File: src/rtl/rfsoc_regs_pkg.sv
// Shared types and register map for the multi-channel RFSoC datamover register bank.
// Holds the channel run-state encoding, per-channel and global register offsets,
// and a byte-strobe expansion helper.
package rfsoc_regs_pkg;

    localparam int unsigned DATA_W = 32;
    localparam int unsigned STRB_W = DATA_W / 8;

    // Encoding is visible to software in status[5:4]
    typedef enum logic [1:0] {
        IDLE = 2'd0,
        RUN  = 2'd1,
        DONE = 2'd2,
        ERR  = 2'd3
    } chn_state_t;

    // Offsets inside one channel window
    localparam logic [15:0] OFS_ADDR = 16'h0000;
    localparam logic [15:0] OFS_SIZE = 16'h0004;
    localparam logic [15:0] OFS_CTRL = 16'h0008;
    localparam logic [15:0] OFS_STAT = 16'h000C;
    localparam logic [15:0] OFS_CYC  = 16'h0010;

    // Offsets inside the global window
    localparam logic [15:0] OFS_IRQ_EN = 16'h0000;
    localparam logic [15:0] OFS_IRQ_ST = 16'h0004;
    localparam logic [15:0] OFS_VER    = 16'h0008;
    localparam logic [15:0] OFS_NCHN   = 16'h000C;

    // Expand byte enables into a bit mask
    function automatic logic [DATA_W-1:0] strb_mask(input logic [STRB_W-1:0] strb);
        logic [DATA_W-1:0] m;
        for (int b = 0; b < int'(STRB_W); b++) begin
            m[8*b +: 8] = {8{strb[b]}};
        end
        return m;
    endfunction

endpackage

File: src/rtl/rfsoc_chn_ctrl.sv
// One channel of the register bank: shadow/active address and size, ctrl bits,
// run FSM, saturating run-cycle counter and sticky done/err/overrun flags.
// Ports: clk/rstb; decoded write strobes wr_addr/wr_size/wr_ctrl with wdata/wstrb;
// engine pulses done_in/err_in; register outputs for readback and engine control.
module rfsoc_chn_ctrl
    import rfsoc_regs_pkg::*;
(
    input  logic              clk,
    input  logic              rstb,
    input  logic              wr_addr,
    input  logic              wr_size,
    input  logic              wr_ctrl,
    input  logic [DATA_W-1:0] wdata,
    input  logic [STRB_W-1:0] wstrb,
    input  logic              done_in,
    input  logic              err_in,
    output logic [DATA_W-1:0] shadow_addr,
    output logic [DATA_W-1:0] shadow_size,
    output logic [DATA_W-1:0] active_addr,
    output logic [DATA_W-1:0] active_size,
    output logic              start,
    output logic              soft_reset,
    output logic              cont,
    output chn_state_t        state,
    output logic              done_flag,
    output logic              err_flag,
    output logic              overrun,
    output logic [DATA_W-1:0] run_cycles
);

    chn_state_t        state_nxt;
    logic              load_c;
    logic              clr_c;
    logic              ovr_c;
    logic              done_c;
    logic              err_c;
    logic              start_req_c;
    logic              reset_req_c;
    logic [DATA_W-1:0] wmask_c;

    assign wmask_c     = strb_mask(wstrb);
    assign start_req_c = wr_ctrl && wdata[0];
    // A write that raises RESET also suppresses a START carried in the same word
    assign reset_req_c = wr_ctrl && wstrb[0] && wdata[1];

    // Run state register
    always_ff @(posedge clk or negedge rstb) begin
        if (!rstb) begin
            state <= IDLE;
        end else begin
            state <= state_nxt;
        end
    end

    // Next state and load/flag decisions
    always_comb begin
        state_nxt = state;
        load_c    = 1'b0;
        clr_c     = 1'b0;
        ovr_c     = 1'b0;
        done_c    = 1'b0;
        err_c     = 1'b0;
        if (soft_reset) begin
            state_nxt = IDLE;
        end else begin
            case (state)
                IDLE, DONE, ERR: begin
                    if (start_req_c && !reset_req_c) begin
                        state_nxt = RUN;
                        load_c    = 1'b1;
                        clr_c     = 1'b1;
                    end
                end
                RUN: begin
                    if (start_req_c) begin
                        ovr_c = 1'b1;
                    end
                    if (err_in) begin
                        state_nxt = ERR;
                        err_c     = 1'b1;
                    end else if (done_in) begin
                        done_c = 1'b1;
                        if (cont) begin
                            load_c = 1'b1;
                        end else begin
                            state_nxt = DONE;
                        end
                    end
                end
                default: state_nxt = IDLE;
            endcase
        end
    end

    // Datapath registers
    always_ff @(posedge clk or negedge rstb) begin
        if (!rstb) begin
            shadow_addr <= '0;
            shadow_size <= '0;
            active_addr <= '0;
            active_size <= '0;
            start       <= 1'b0;
            soft_reset  <= 1'b0;
            cont        <= 1'b0;
            done_flag   <= 1'b0;
            err_flag    <= 1'b0;
            overrun     <= 1'b0;
            run_cycles  <= '0;
        end else begin
            start <= load_c;
            if (load_c) begin
                active_addr <= shadow_addr;
                active_size <= shadow_size;
            end
            if (wr_addr) begin
                shadow_addr <= (shadow_addr & ~wmask_c) | (wdata & wmask_c);
            end
            if (wr_size) begin
                shadow_size <= (shadow_size & ~wmask_c) | (wdata & wmask_c);
            end
            if (wr_ctrl && wstrb[0]) begin
                soft_reset <= wdata[1];
                cont       <= wdata[2];
            end
            if (clr_c) begin
                run_cycles <= '0;
            end else if (state == RUN && run_cycles != '1) begin
                run_cycles <= run_cycles + DATA_W'(1);
            end
            if (clr_c) begin
                done_flag <= 1'b0;
                err_flag  <= 1'b0;
                overrun   <= 1'b0;
            end else begin
                if (done_c) done_flag <= 1'b1;
                if (err_c)  err_flag  <= 1'b1;
                if (ovr_c)  overrun   <= 1'b1;
            end
        end
    end

endmodule

File: src/rtl/rfsoc_chn_regs.sv
// Multi-channel control/status register bank on an AXI-lite slave decode.
// Ports: clk/rstb; wren/rden/offset/wdata/wstrb register access; rdata/rvalid
// registered read return; per-channel chn_start_addr/chn_cap_size/chn_start/chn_reset
// to the engines, chn_done/chn_err from them; irq level interrupt.
module rfsoc_chn_regs
    import rfsoc_regs_pkg::*;
#(
    parameter int unsigned NUM_CHN    = 4,
    parameter logic [15:0] CHN_STRIDE = 16'h0020,
    parameter logic [15:0] GLB_BASE   = 16'h0400,
    parameter logic [31:0] VERSION    = 32'h0002_0000
) (
    input  logic                      clk,
    input  logic                      rstb,
    input  logic                      wren,
    input  logic                      rden,
    input  logic [15:0]               offset,
    input  logic [DATA_W-1:0]         wdata,
    input  logic [STRB_W-1:0]         wstrb,
    output logic [DATA_W-1:0]         rdata,
    output logic                      rvalid,
    output logic [32*NUM_CHN-1:0]     chn_start_addr,
    output logic [32*NUM_CHN-1:0]     chn_cap_size,
    output logic [NUM_CHN-1:0]        chn_start,
    output logic [NUM_CHN-1:0]        chn_reset,
    input  logic [NUM_CHN-1:0]        chn_done,
    input  logic [NUM_CHN-1:0]        chn_err,
    output logic                      irq
);

    localparam logic [31:0] CHN_BITS = 32'((64'd1 << NUM_CHN) - 64'd1);
    localparam logic [31:0] IRQ_MASK = CHN_BITS | (CHN_BITS << 16);

    logic [15:0]                     off_al;
    logic                            unused_ofs;
    logic [NUM_CHN-1:0][DATA_W-1:0]  chn_rd;
    logic [DATA_W-1:0]               rd_mux_c;
    logic [DATA_W-1:0]               wmask_c;
    logic [DATA_W-1:0]               hw_set_c;
    logic [DATA_W-1:0]               irq_en;
    logic [DATA_W-1:0]               irq_st;
    logic                            wr_irq_en;
    logic                            wr_irq_st;

    assign off_al     = {offset[15:2], 2'b00};
    assign unused_ofs = ^offset[1:0];
    assign wmask_c    = strb_mask(wstrb);
    assign wr_irq_en  = wren && (off_al == GLB_BASE + OFS_IRQ_EN);
    assign wr_irq_st  = wren && (off_al == GLB_BASE + OFS_IRQ_ST);

    // Per-channel decode, controller and readback
    for (genvar c = 0; c < NUM_CHN; c++) begin : g_chn
        localparam logic [15:0] BASE = 16'(c * CHN_STRIDE);

        logic [DATA_W-1:0] shd_addr;
        logic [DATA_W-1:0] shd_size;
        logic [DATA_W-1:0] cycles;
        logic              cont;
        logic              dn;
        logic              er;
        logic              ovr;
        chn_state_t        st;

        rfsoc_chn_ctrl u_ctrl (
            .clk         (clk),
            .rstb        (rstb),
            .wr_addr     (wren && (off_al == BASE + OFS_ADDR)),
            .wr_size     (wren && (off_al == BASE + OFS_SIZE)),
            .wr_ctrl     (wren && (off_al == BASE + OFS_CTRL)),
            .wdata       (wdata),
            .wstrb       (wstrb),
            .done_in     (chn_done[c]),
            .err_in      (chn_err[c]),
            .shadow_addr (shd_addr),
            .shadow_size (shd_size),
            .active_addr (chn_start_addr[32*c +: 32]),
            .active_size (chn_cap_size[32*c +: 32]),
            .start       (chn_start[c]),
            .soft_reset  (chn_reset[c]),
            .cont        (cont),
            .state       (st),
            .done_flag   (dn),
            .err_flag    (er),
            .overrun     (ovr),
            .run_cycles  (cycles)
        );

        assign chn_rd[c] =
            (off_al == BASE + OFS_ADDR) ? shd_addr :
            (off_al == BASE + OFS_SIZE) ? shd_size :
            (off_al == BASE + OFS_CTRL) ? {29'd0, cont, chn_reset[c], 1'b0} :
            (off_al == BASE + OFS_STAT) ? {26'd0, st, ovr, er, dn, (st == RUN)} :
            (off_al == BASE + OFS_CYC)  ? cycles : '0;
    end

    // Hardware set vector in irq bit layout
    always_comb begin
        hw_set_c = '0;
        hw_set_c[NUM_CHN-1:0]  = chn_done;
        hw_set_c[16 +: NUM_CHN] = chn_err;
    end

    // Interrupt enable and W1C status; a hardware set beats a same-cycle clear
    always_ff @(posedge clk or negedge rstb) begin
        if (!rstb) begin
            irq_en <= '0;
            irq_st <= '0;
        end else begin
            if (wr_irq_en) begin
                irq_en <= ((irq_en & ~wmask_c) | (wdata & wmask_c)) & IRQ_MASK;
            end
            irq_st <= ((irq_st & ~(wr_irq_st ? (wdata & wmask_c) : '0)) | hw_set_c) & IRQ_MASK;
        end
    end

    assign irq = |(irq_st & irq_en);

    // Read mux; channel windows never overlap so their readbacks can be OR-ed
    always_comb begin
        rd_mux_c = '0;
        for (int c = 0; c < int'(NUM_CHN); c++) begin
            rd_mux_c = rd_mux_c | chn_rd[c];
        end
        if (off_al == GLB_BASE + OFS_IRQ_EN) rd_mux_c = irq_en;
        if (off_al == GLB_BASE + OFS_IRQ_ST) rd_mux_c = irq_st;
        if (off_al == GLB_BASE + OFS_VER)    rd_mux_c = VERSION;
        if (off_al == GLB_BASE + OFS_NCHN)   rd_mux_c = 32'(NUM_CHN);
    end

    // Registered read return; rdata holds between reads
    always_ff @(posedge clk or negedge rstb) begin
        if (!rstb) begin
            rdata  <= '0;
            rvalid <= 1'b0;
        end else begin
            rvalid <= rden;
            if (rden) begin
                rdata <= rd_mux_c;
            end
        end
    end

endmodule

File: config.mk
export PLATFORM = sky130hd
export DESIGN_NAME = rfsoc_chn_regs
export DESIGN_NICKNAME = d
export VERILOG_FILES = /design/src/rtl/rfsoc_regs_pkg.sv /design/src/rtl/rfsoc_chn_ctrl.sv /design/src/rtl/rfsoc_chn_regs.sv
export SDC_FILE = /design/constraint.sdc
export NUM_CORES = 1
export LEC_CHECK = 0
export BUFFER_PORTS_ARGS = -buffer_cell sky130_fd_sc_hd__buf_2
export CORE_ASPECT_RATIO = 1.5
export CORE_UTILIZATION = 50
export DETAILED_ROUTE_END_ITERATION = 8
export PLACE_DENSITY = 0.72
export SYNTH_ARGS = -nofsm -noshare
export SYNTH_HDL_FRONTEND = slang
export SYNTH_SLANG_ARGS = --single-unit
File: constraint.sdc
create_clock -name clk -period 2.2 [get_ports clk]
set_input_delay 0.33 -clock clk [delete_from_list [all_inputs] [get_ports clk]]
set_output_delay 0.33 -clock clk [all_outputs]
set_load 0.03 [all_outputs]
Word-level counts from Yosys, hierarchy flattened
Cells that the tools add are included.
{"block": "word_totals", "word_cells": 355, "regBits": 721, "in_bits": 64, "out_inout_bits": 298}
{"block": "op_classes", "bitwise_logic": 27, "n_reduce_logical": 68, "n_addsub": 4, "muxes": 153, "eq_ne": 51}
{"op": "32-bit 2-to-1 mux", "count": 32}
{"op": "32-bit bitwise OR", "count": 11}
{"op": "32-bit bitwise AND", "count": 9}
{"op": "14-bit by 5-bit == test with 1-bit output, second input constant", "count": 10}
{"op": "32-bit by 1-bit adder with 32-bit output, second input constant", "count": 4}
{"op": "32-bit inequality test, second input constant", "count": 4}
{"op": "1-bit 2-to-1 mux", "count": 92}
{"op": "14-bit by 4-bit == test with 1-bit output, second input constant", "count": 5}
{"op": "20-bit bitwise AND", "count": 3}
{"op": "14-bit by 9-bit == test with 1-bit output, second input constant", "count": 4}
{"op": "2-bit 2-to-1 mux", "count": 20}
{"op": "20-bit bitwise OR", "count": 2}
{"op": "1-bit logical AND", "count": 34}
{"op": "4-bit by 3-bit inequality test with 1-bit output, second input constant", "count": 8}
{"op": "32-bit inverter", "count": 1}
{"op": "2-bit nonzero test", "count": 16}
{"op": "32-bit OR reduction", "count": 1}
{"op": "14-bit by 2-bit == test with 1-bit output, second input constant", "count": 2}
{"op": "20-bit 2-to-1 mux", "count": 1}
{"op": "20-bit inverter", "count": 1}
{"op": "2-bit == test, second input constant", "count": 8}
{"op": "16-bit zero test", "count": 1}
{"op": "2-bit case mux with 2 select lines", "count": 4}
{"op": "14-bit by 1-bit == test with 1-bit output, second input constant", "count": 1}
{"op": "other kinds (8)", "count": 29}

Longest topological paths before layout
{"block": "logic_depth", "word_depth": 13, "ltp_mapped": 11, "mapped_depth_nobuf": 7}

Hierarchy
From an unflattened synthesis, not the netlist that was laid out.
{"block": "hier_totals", "hier_cells": 2783, "area_unflattened_um2": 34192.8}
{"mod": "rfsoc_chn_ctrl at g_chn[0].u_ctrl ...", "cells_per_inst": 523, "seq_area_each_um2": 4204.0, "area_each_um2": 7205.7, "n_inst": 3}
{"mod": "rfsoc_chn_ctrl at g_chn[3].u_ctrl", "cells_per_inst": 501, "seq_area_each_um2": 4204.0, "area_each_um2": 6934.2, "n_inst": 1}
{"mod": "rfsoc_chn_regs", "cells_per_inst": 713, "seq_area_each_um2": 1226.2, "area_each_um2": 5641.7, "n_inst": 1}

Worst setup path before layout
Ideal clock, no wire load.
{"block": "synth_timing", "path_kind": "input-to-reg", "start": "in offset[4]", "end": "reg g_chn[2].u_ctrl.active_addr[13]", "required_time_ps": 2075, "setup_ps": 125, "n_path_buf": 5, "setup_slack_ps": -559, "t_arrival_ps": 2634, "path_stages": 11, "cell_sequence": "or2_0 buf_2 or2_1 or3_1 buf_2 or4_4 buf_6 nand2_4 buf_12 buf_12 mux2_4"}
{"block": "synth_via", "elab_chain_cells": 9, "word_cells_on_any_way": 10, "classes_between": "1 x eq/ne; 3 x mux; 6 x reduce/logical"}
{"element": "start: declaration", "line": "rfsoc_chn_regs.sv:17", "text": "input logic [15:0] offset,"}
{"element": "14-bit by 5-bit == test with 1-bit output *", "line": "rfsoc_chn_regs.sv:69", "text": ".wr_ctrl (wren && (off_al == BASE + OFS_CTRL)),"}
{"element": "1-bit logical AND *", "line": "rfsoc_chn_regs.sv:69"}
{"element": "1-bit logical AND (2 in a row)", "line": "rfsoc_chn_ctrl.sv:44", "text": "assign reset_req_c = wr_ctrl && wstrb[0] && wdata[1];"}
{"element": "1-bit zero test", "line": "rfsoc_chn_ctrl.sv:68", "text": "if (start_req_c && !reset_req_c) begin"}
{"element": "1-bit logical AND *", "line": "rfsoc_chn_ctrl.sv:68"}
{"element": "1-bit 2-to-1 mux *", "line": "rfsoc_chn_ctrl.sv:68"}
{"element": "1-bit case mux with 2 select lines *", "line": "rfsoc_chn_ctrl.sv:66", "text": "case (state)"}
{"element": "1-bit 2-to-1 mux *", "line": "rfsoc_chn_ctrl.sv:63", "text": "if (soft_reset) begin"}
{"element": "end signal: assignment", "line": "rfsoc_chn_ctrl.sv:112", "text": "active_addr <= shadow_addr;"}
{"element": "end: declaration", "line": "rfsoc_chn_ctrl.sv:19", "text": "output logic [DATA_W-1:0] active_addr,"}
Mark *: on every way between the ends. The rest lies on a longest branch, timed or not.
A chain may end at the register's enable or synchronous reset.

Worst setup path after layout
{"block": "layout_timing", "start": "reg irq_st[16]", "end": "out irq"}
{"block": "layout_via", "elab_chain_cells": 2}
{"element": "start: declaration", "line": "rfsoc_chn_regs.sv:41", "text": "logic [DATA_W-1:0] irq_st;"}
{"element": "start signal: assignment", "line": "rfsoc_chn_regs.sv:112", "text": "irq_st <= ((irq_st & ~(wr_irq_st ? (wdata & wmask_c) : '0)) | hw_set_c) & IRQ_MASK;"}
{"element": "20-bit bitwise AND", "line": "rfsoc_chn_regs.sv:116", "text": "assign irq = |(irq_st & irq_en);"}
{"element": "32-bit OR reduction", "line": "rfsoc_chn_regs.sv:116"}
{"element": "end: declaration", "line": "rfsoc_chn_regs.sv:28", "text": "output logic irq"}
No other way between the ends.

==> results by group <==
Outcome
  • Status: completed

GRT
  • Vias in the first global route: roughly 27000
  • First-pass GRT wire length: 184000 um
  • Largest net degree at the start of global routing: 92
  • Total gr overflow: 0
  • Initial antenna violation count: 6
  • Tot GR Track Use: 0.380

Clocking
  • Clock tree buffer depth: 3
  • Htree depth: 3
  • CTS sink count: a little over 700
  • Clock transition at path regs: 70 ps
  • Total CTS buffers: 69
  • CTS tree: yes
  • Clock Latency Late Sink: 640 ps
  • Clock Tree Root: clkbuf_16

Die
  • Die Y-Extent: 317 um
  • Initial Util: 0.505
  • Die ar.: 67200 um^2
  • Row cnt: roughly 120
  • Core Region: between 60000 and 70000 um^2
  • Die width: 212 um
  • # IOs: between 300 and 400

Min path
  • Worst hold stages: 2
  • HP Class: in -> reg
  • Hold Startpoint: chn_err[3]

Setup path
  • Kind of critical path: reg -> out
  • Crit path depth: 3
  • CP top delay family: flip-flops
  • Slowest-stage cell, CP: dfrtp_1
  • Worst flop-to-flop path startpoint: g_chn[3].u_ctrl.run_cycles[26]
  • Slowest cell delay on critical path: 450 ps
  • R2R Setup Slk: 80 ps
  • Worst setup path endpoint: irq
  • CP Launch Point: irq_st[16]
  • Crit-path cells: a22oi_1 > nand4_1 > buf_2
  • Worst Path Arrival: about 1900 ps
  • CP startpoint kind: register
  • CP Capture Type: output pin
  • Reg2reg path depth: 8
  • Critical Path RT: 1870 ps
  • RR Endpoint: g_chn[3].u_ctrl.run_cycles[23]
  • Bufs and invs on worst path: 1
  • Max FO, Critical Path: 3

Power
  • Lkg Pwr: 20.4 nW
  • IR drop worst, VDD: 0.603 mV
  • PD cells: approximately 650 nW/um^2

Timing
  • Final Max Slew Viols: 0
  • WHS: 33.1 ps
  • Post-route clock period utilization: 0.998
  • Minimum clock period: 2200 ps
  • Slew margin rel.: 0.529
  • Final setup viols: 0
  • Max Freq: roughly 460 MHz
  • Final worst slack: 4.32 ps
  • Worst Max-Slew Pin Slew: 705 ps
  • RSZ-0062 raised after global routing: true
  • Final Hold Fails: 0
  • Clock Skew: 26.0 ps

Final layout
  • Layout area overhead: 26.4%
  • Nets: 3493
  • Layout cell share with drive strength beyond 1: 0.434
  • Core Util, Final: 0.638

Detailed routing
  • Met1 wire length: 48800 um
  • WL final: 127000 um
  • Routed Antenna Nets: 0
  • DRC: 0
  • Starting DRC count in detailed routing: 2473
  • Via Count: 27000
  • DR vias/cell: 6.20
  • Max layer used: met5
  • Drt pass-1 iters: 8
  • Routed wl met3: 9200 um
  • WL/cell: 29.2 um
  • Metal2 WL: 58500 um

Logic synthesis
  • Syn_nets: 2790
  • Count of cell types in the netlist: 82
  • Post-synth EDFFs: 0
  • Ys async rst share: 1.00
  • Ys Warns: 0
  • Top cell type's share of synthesized area: 0.546
  • Flops & latches, synth: 721
  • Synthesized area per cell: between 10 and 15 um^2
  • Top FF cell, synth: dfrtp_1
  • Yosys top cell by area: dfrtp_1
  • Mapped cell area: 33100 um^2
  • Sequential area share after synthesis: 0.546
  • Synth area leaders: dfrtp_1, mux2_2, mux2_4, nor2_1, a22oi_1
  • Cells after Synth: between 2000 and 3000

Placement
  • IO Port Bufs: 359
  • DPL Wire Length: ~98000 um
  • Placement Setup Slack: -854 ps
  • Placer Congestion: 1.03

Job
  • Max cap viols: 0
-- layout by cell type (no fill, tap or decap), drive strengths merged, types with 8 or more instances in the layout --
cell,netlist,final
a22o,16,16
nor2,186,186
nand3,87,87
a32oi,9,9
inv,28,32
a21o,10,10
or3,25,25
dlygate4sd3,0,8
a31oi,8,8
clkbuf,107,96
nor4,34,34
and4,11,11
xor2,31,31
or2,8,8
a21oi,88,88
or4,11,11
nor4b,14,14
a221oi,18,18
mux2i,41,41
nor2b,22,22
nand2,144,144
xnor2,55,55
nor3,64,64
mux2,538,538
clkinv,1,12
nand2b,9,9
a22oi,81,81
o2bb2ai,12,12
buf,45,775
o31ai,9,9
o21ai,90,90
nand4,45,46
and2,10,10
o211ai,13,13
dfrtp,721,721
a222oi,15,15
and3,26,26
a211oi,8,8
o22ai,21,21
-- synthesized netlist by cell type (11+ instances only) --
master       n
and3_1      26
nor4b_1     12
a221oi_1    18
buf_1       11
a21oi_1     88
or3_1       25
mux2_2     481
a222oi_1    15
nand2_1    142
o211ai_1    13
mux2_4      49
nor3_1      60
mux2i_1     41
nand3_1     87
o2bb2ai_1   12
a22oi_1     81
o22ai_1     21
clkbuf_1   107
dfrtp_1    721
a22o_1      16
xnor2_1     55
nor4_1      30
nand4_1     45
xor2_1      31
inv_1       28
and4_1      11
nor2_1     180
nor2b_1     22
buf_2       11
o21ai_0     90
-- cell type report --
class                      instances  area, um^2
inverter                          29         109
clock inverter                    25         259
fill                            5108       23700
timing repair buffer             783        5680
multi-input combinational       1821       14500
tap                              877        1100
sequential                       721       18000
antenna                            3        7.51
clock buffer                      96        2020
-- power by group --
| part | switching, W | internal [W] | total, W |
|---|---|---|---|
| sequential | 0.0000334 | 0.0133 | 0.0133 |
| combinational | 0.00109 | 0.000483 | 0.00157 |
| clock | 0.00530 | 0.00693 | 0.0122 |
| total | 0.00642 | 0.0207 | 0.0271 |
-- stage by stage --
stage / std cells / power (W) / setup TNS [ps] / area, um^2
2_1_floorplan: 2722 / 0.0140 / -77790 / 33400
3_3_place_gp: 4217 / 0.0151 / -240530 / 39300
3_5_place_dp: 4217 / 0.0151 / -255190 / 39300
4_1_cts: 4346 / 0.0272 / 0 / 41700
5_1_grt: 4352 / 0.0279 / -71.3 / 41800
6_report: 4355 / 0.0271 / 0 / 41800
-- worst min-delay path by stage --
stage               slack [ps]                         endpoint
floorplan                   30                        async pin
global placement           280  g_chn[1].u_ctrl.active_addr[24]
detailed placement         280  g_chn[1].u_ctrl.active_addr[24]
CTS                          6                       irq_st[19]
global route                30                       irq_st[19]
finish                      30                       irq_st[19]
-- timing repair --
action,4_1_cts,5_1_grt
hold endpoints to repair,31,0
pin swaps,0,7
setup buffers,0,5
setup endpoints to repair,67,91
resized for setup,5,15
hold buffers,8,0
cloned,0,1
-- layer usage --
layer	track usage	vias up
met5	0	-
met4	0.274	8
met3	0.0636	384
met2	0.600	1489
met1	0.476	13700
li1	-	11400
-- kinds of logic (layout without fill, tap and decap cells) --
family	Yosys count	in the layout	share of synthesized area
AND/OR/NAND/NOR	717	718	0.112
multiplexers	579	579	0.201
XOR/XNOR	86	86	0.0228
other	0	3	0
AO/OA/AOI/OAI	434	434	0.0890
adder cells (fa/ha/maj)	4	4	0.00151
flip-flops	721	721	0.546
buffers and inverters	181	933	0.0275
No activity file was read; power rests on OpenSTA's default activity.
